===== config.mk =====
export PLATFORM = sky130hd
export DESIGN_NAME = chaser_input_conditioner
export DESIGN_NICKNAME = d
export VERILOG_FILES = /design/src/rtl/chaser_pkg.sv /design/src/rtl/chaser_debounce_ch.sv /design/src/rtl/chaser_input_conditioner.sv
export SDC_FILE = /design/constraint.sdc
export NUM_CORES = 1
export LEC_CHECK = 0
export ABC_AREA = 1
export CORE_MARGIN = 3
export CORE_UTILIZATION = 37
export DETAILED_ROUTE_END_ITERATION = 8
export PLACE_DENSITY_LB_ADDON = 0.2
export RECOVER_POWER = 25
export SLEW_MARGIN = 20
export SYNTH_ARGS = -nofsm -noshare
export SYNTH_HDL_FRONTEND = slang
export SYNTH_SLANG_ARGS = --single-unit
export TNS_END_PERCENT = 10

===== constraint.sdc =====
create_clock -name clk -period 2.8 [get_ports clk]
set_clock_uncertainty 0.05 [all_clocks]
set_input_delay 0.7 -clock clk [delete_from_list [all_inputs] [get_ports clk]]
set_output_delay 0.7 -clock clk [all_outputs]
set_load 0.01 [all_outputs]

===== src/rtl/chaser_pkg.sv =====
// Shared constants and types for the 7-segment fading chaser.
// Used by the input conditioner and the chaser core.
package chaser_pkg;

    localparam int SPEED_W   = 3;
    localparam int NUM_IN_CH = 4;

    localparam int CH_SPEED0 = 0;
    localparam int CH_SPEED1 = 1;
    localparam int CH_SPEED2 = 2;
    localparam int CH_DIR    = 3;

    localparam int DEBOUNCE_CYCLES_DEF = 1000;

    typedef struct packed {
        logic [SPEED_W-1:0] speed;
        logic               dir;
    } chaser_cfg_t;

endpackage


===== src/rtl/chaser_debounce_ch.sv =====
// One switch channel: 2-flop synchroniser, debounce counter, stable level.
// o_commit pulses (combinationally) in the cycle the stable level takes o_sync.
module chaser_debounce_ch #(
    parameter int DEBOUNCE_CYCLES = 1000
) (
    input  logic i_clk,
    input  logic i_rst,
    input  logic i_rst_level,
    input  logic i_raw,
    output logic o_sync,
    output logic o_commit
);

    localparam int              CW       = $clog2(DEBOUNCE_CYCLES);
    localparam logic [CW-1:0]   CNT_LAST = CW'(DEBOUNCE_CYCLES - 1);

    logic          r_s1;
    logic          r_s2;
    logic          r_stable;
    logic [CW-1:0] r_cnt;
    logic          w_differ;
    logic          w_commit;

    assign w_differ = (r_s2 != r_stable);
    assign w_commit = w_differ && (r_cnt == CNT_LAST);

    // bring the asynchronous switch into the clk domain
    always_ff @(posedge i_clk or posedge i_rst) begin
        if (i_rst) begin
            r_s1 <= i_rst_level;
            r_s2 <= i_rst_level;
        end else begin
            r_s1 <= i_raw;
            r_s2 <= r_s1;
        end
    end

    // accept a new level only after an unbroken run of disagreement
    always_ff @(posedge i_clk or posedge i_rst) begin
        if (i_rst) begin
            r_cnt    <= '0;
            r_stable <= i_rst_level;
        end else if (!w_differ) begin
            r_cnt    <= '0;
        end else if (w_commit) begin
            r_stable <= r_s2;
            r_cnt    <= '0;
        end else begin
            r_cnt    <= r_cnt + 1'b1;
        end
    end

    assign o_sync   = r_s2;
    assign o_commit = w_commit;

endmodule


===== src/rtl/chaser_input_conditioner.sv =====
// Switch front end for the chaser: sync + debounce on 4 inputs.
// Optional macro DIR_TOGGLE_EN: direction toggles on each debounced press.
module chaser_input_conditioner
    import chaser_pkg::*;
#(
    parameter int DEBOUNCE_CYCLES  = DEBOUNCE_CYCLES_DEF,
    parameter bit ACTIVE_LOW_SPEED = 1'b1
) (
    input  logic               clk,
    input  logic               reset,
    input  logic [SPEED_W-1:0] sw_speed_raw,
    input  logic               sw_dir_raw,
    output logic [SPEED_W-1:0] speed_prefix,
    output logic               direction,
    output logic               cfg_changed
);

    localparam logic SPD_IDLE = ACTIVE_LOW_SPEED ? 1'b1 : 1'b0;

    logic [NUM_IN_CH-1:0] w_raw;
    logic [NUM_IN_CH-1:0] w_sync;
    logic [NUM_IN_CH-1:0] w_commit;

    chaser_cfg_t r_cfg;
    chaser_cfg_t w_cfg_next;
    logic        r_cfg_changed;

    for (genvar g = 0; g < SPEED_W; g++) begin : g_spd_map
        assign w_raw[CH_SPEED0+g] = sw_speed_raw[g];
    end
    assign w_raw[CH_DIR] = sw_dir_raw;

    for (genvar g = 0; g < NUM_IN_CH; g++) begin : g_ch
        localparam logic RST_LVL = (g == CH_DIR) ? 1'b0 : SPD_IDLE;
        chaser_debounce_ch #(
            .DEBOUNCE_CYCLES (DEBOUNCE_CYCLES)
        ) u_ch (
            .i_clk       (clk),
            .i_rst       (reset),
            .i_rst_level (RST_LVL),
            .i_raw       (w_raw[g]),
            .o_sync      (w_sync[g]),
            .o_commit    (w_commit[g])
        );
    end

    // next output values, folded in on the same edge the channel commits
    always_comb begin
        w_cfg_next = r_cfg;
        for (int i = 0; i < SPEED_W; i++) begin
            if (w_commit[CH_SPEED0+i])
                w_cfg_next.speed[i] = w_sync[CH_SPEED0+i] ^ ACTIVE_LOW_SPEED;
        end
`ifdef DIR_TOGGLE_EN
        if (w_commit[CH_DIR] && w_sync[CH_DIR])
            w_cfg_next.dir = ~r_cfg.dir;
`else
        if (w_commit[CH_DIR])
            w_cfg_next.dir = w_sync[CH_DIR];
`endif
    end

    // registered outputs and the one-cycle change strobe
    always_ff @(posedge clk or posedge reset) begin
        if (reset) begin
            r_cfg         <= '0;
            r_cfg_changed <= 1'b0;
        end else begin
            r_cfg         <= w_cfg_next;
            r_cfg_changed <= (w_cfg_next != r_cfg);
        end
    end

    assign speed_prefix = r_cfg.speed;
    assign direction    = r_cfg.dir;
    assign cfg_changed  = r_cfg_changed;

endmodule


==> results.py <==
metrics = {
    "sta": {
        "tightest_slew_ns": 1.007,
        "finalMaxSlewViolations": 0,
        "hold_slack_ns": 0.2958,
        "timing.fmax_ghz": 0.4934,
        "relSlewSlack": 0.3277,
        "rsz0062_at_grt": "no",
        "finalCritPeriodShare": 0.7239,
        "fin_crit_ns": 2.027,
        "fin_tns_setup_ns": 0,
        "setup_viol_count_final": 0,
        "timing_hold_violations_final": 0,
    },
    "cells_and_area": {
        "layout_commonest_cell": "nand2_1",
        "drive_above_1_share": 0.1648,
        "num-nets-final": 363,
        "diodes": 0,
        "layout_common_cells": "nand2_1 (56), inv_1 (49), nor2_1 (48), dfrtp_1 (48), nand3_1 (17)",
        "area_delta_synth_final_pct": 16.93,
    },
    "drt": {
        "avgRoutedWirePerCell_um": 10.70,
        "ant_nets": 0,
        "firstDrtPassIters": 4,
        "drc": 0,
        "drt_wl_total_mm": 4.892,
        "drtIter0Drc": 79,
        "vias": 2087,
        "routed_via_density": 4.567,
    },
    "power": {
        "leakagePower_uw": 0.001559,
        "pwr_density_cell_nw_per_um2": 554.3,
        "ir_drop_v": 0.0003643,
    },
    "yosys": {
        "yosysSeqAreaShare": 0.5120,
        "yosysWarnings": 0,
        "synthXorXnorAreaFrac": 0.02807,
        "synth_top_family_by_area": "simple AND/OR/NAND/NOR gates",
        "syn_nets": 340,
        "syn_area_um2": 2808,
        "synthAdderAreaFrac": 0.01783,
        "synth_cells": 330,
        "synth_seq_cells": 57,
        "ys_types": 31,
        "synth.area.mux_share": 0,
        "synth-compound-area-share": 0.06105,
        "yosys.area_share.simple": 0.2999,
        "avgSynthCellArea_um2": 8.508,
    },
    "critical_path": {
        "critPathBufInv": 1,
        "critPathRequiredTime_ns": 2.05,
        "end_kind": "primary output",
        "cp_max_fo": 4,
        "path_class": "reg -> out",
        "timing.reg2reg.setup_slack_ns": 1.25,
        "crit_family": "buffers and inverters",
        "cp_cell_sequence": "clkdlybuf4s50_1",
        "start_kind": "flop",
        "crit_arrival_ns": 1.28,
        "slowest_delay_ns": 0.56,
        "cpMaxStageDelayCell": "clkdlybuf4s50_1",
    },
    "global_route": {
        "antenna_found_initial": 0,
        "grt_first_pass_wirelength_mm": 8.914,
        "grt_overflow_total": 0,
        "grt_start_max_net_pins": 28,
        "first_global_vias": 2012,
        "grt_usage": 0.1318,
    },
    "clock_tree": {
        "htree_levels": 3,
        "cts_setup_buffers": 0,
        "clk_pin_slew_ns": 0.07,
        "cts_tree": "yes",
        "cts_resized": 0,
        "clk_latency_ns": 0.33,
        "clockBufferDepth": 2,
        "cts-root-buf": "clkbuf_8",
        "numCtsBuffers": 9,
        "cts_hold_buf": 0,
        "clkSinkCount": 57,
    },
    "floorplan": {
        "rows": 31,
        "die_y_um": 93.11,
        "ioPinCount": 11,
        "core_um2": 7292,
        "dieArea_um2": 8669,
        "die_w_um": 93.11,
        "start_util": 0.3850,
    },
    "flow_run": {
        "maxCapViolCount": 0,
    },
    "min_path": {
        "hold_path_class": "reg -> reg",
    },
    "place": {
        "numPortBuffers": 10,
        "hpwl_mm": 3.670,
        "place.gp.congestion": 0.7768,
    },
    "run_status": {
        "status": "finished, final reports clean",
    },
}
## layout make-up
cell class	count	area, um2
clock buffer	14	172.7
clock inverter	2	60.06
fill	745	4009
inverter	59	224.0
multi-input combinational	213	1142
sequential	57	1438
tap	99	123.9
timing repair buffer	13	122.6
## flip-flops by register name, summed over array words and instances (netlist names)
signal and flops:
cfg_changed 1, direction 1, g_ch.u_ch.o_sync 4, g_ch.u_ch.r_cnt 40
g_ch.u_ch.r_s1 4, g_ch.u_ch.r_stable 4, speed_prefix 3
## per-layer routing
layer  part of all wire  GRT usage  vias to the layer above  routed length (um)
met5                  0          0                        -                   0
met2               0.44     0.1968                       26                2144
li1                   -          -                     1089                   -
met1               0.51     0.1741                      963                2474
met4              0.017    0.05861                        0                  83
met3              0.039    0.04344                        9                 190
## path summary, 6_finish.rpt
check,end,cells past startpoint,startpoint
setup / recovery,speed_prefix[2],1,speed_prefix[2]
hold / removal,g_ch[3].u_ch.o_sync,0,g_ch[3].u_ch.r_s1
setup reg to reg,g_ch[0].u_ch.r_cnt[5],10,g_ch[0].u_ch.r_cnt[0]
hold reg to reg,g_ch[3].u_ch.o_sync,0,g_ch[3].u_ch.r_s1
max in group asynchronous,g_ch[2].u_ch.r_stable,3,reset
min in group asynchronous,g_ch[3].u_ch.o_sync,2,reset
## power breakdown
group / switching [uW] / total (uW) / internal, uW / leakage [uW]
combinational: 46.6 / 72.2 / 25.6 / 0.000692
sequential: 13.1 / 860 / 847 / 0.000750
clock: 312 / 887 / 575 / 0.000117
total: 372 / 1820 / 1450 / 0.00156
## synthesized netlist by cell type
cell / number / share of area
xor2_1: 7 / 0.022
nand2_4: 4 / 0.016
o21a_1: 1 / 0.0027
o21bai_1: 5 / 0.013
xnor2_1: 2 / 0.0062
inv_4: 1 / 0.0022
nand3_1: 17 / 0.030
dfrtp_1: 48 / 0.43
o21ai_0: 11 / 0.020
o21ai_1: 2 / 0.0036
a31oi_1: 6 / 0.013
o21ai_2: 1 / 0.0031
nand2_2: 6 / 0.013
or2_1: 4 / 0.0089
dfstp_2: 9 / 0.084
nor3_2: 4 / 0.014
inv_2: 11 / 0.015
nor2_1: 48 / 0.064
ha_1: 4 / 0.018
nand2_1: 56 / 0.075
nand3_2: 3 / 0.011
clkbuf_1: 1 / 0.0013
inv_1: 47 / 0.063
nand4_1: 8 / 0.018
nor2_2: 2 / 0.0045
a21oi_1: 3 / 0.0053
and3_1: 2 / 0.0045
nor3b_1: 3 / 0.0080
nand3b_1: 1 / 0.0027
nor3_1: 10 / 0.018
nor2_4: 3 / 0.012
## cells by family (layout without fill, tap and decap cells)
logic type | after synthesis | count (layout)
simple gates | 171 | 171
buf+inv | 60 | 88
flops | 57 | 57
compound gates | 29 | 29
xor+xnor | 9 | 9
fa+ha+maj | 4 | 4
## through the flow
step,instance area (um2),worst slack (ns),util,instances,total power (uW)
4_1_cts,3283,0.7533,0.4502,457,1850
6_report,3283,0.7732,0.4502,457,1820
3_3_place_gp,3050,0.9422,0.4183,441,950.4
3_5_place_dp,3050,0.9309,0.4183,441,951.3
2_1_floorplan,2808,0.6653,-,330,923.6
5_1_grt,3283,0.6980,0.4502,457,1901
Note: power is estimated with default switching activity, not from simulation.
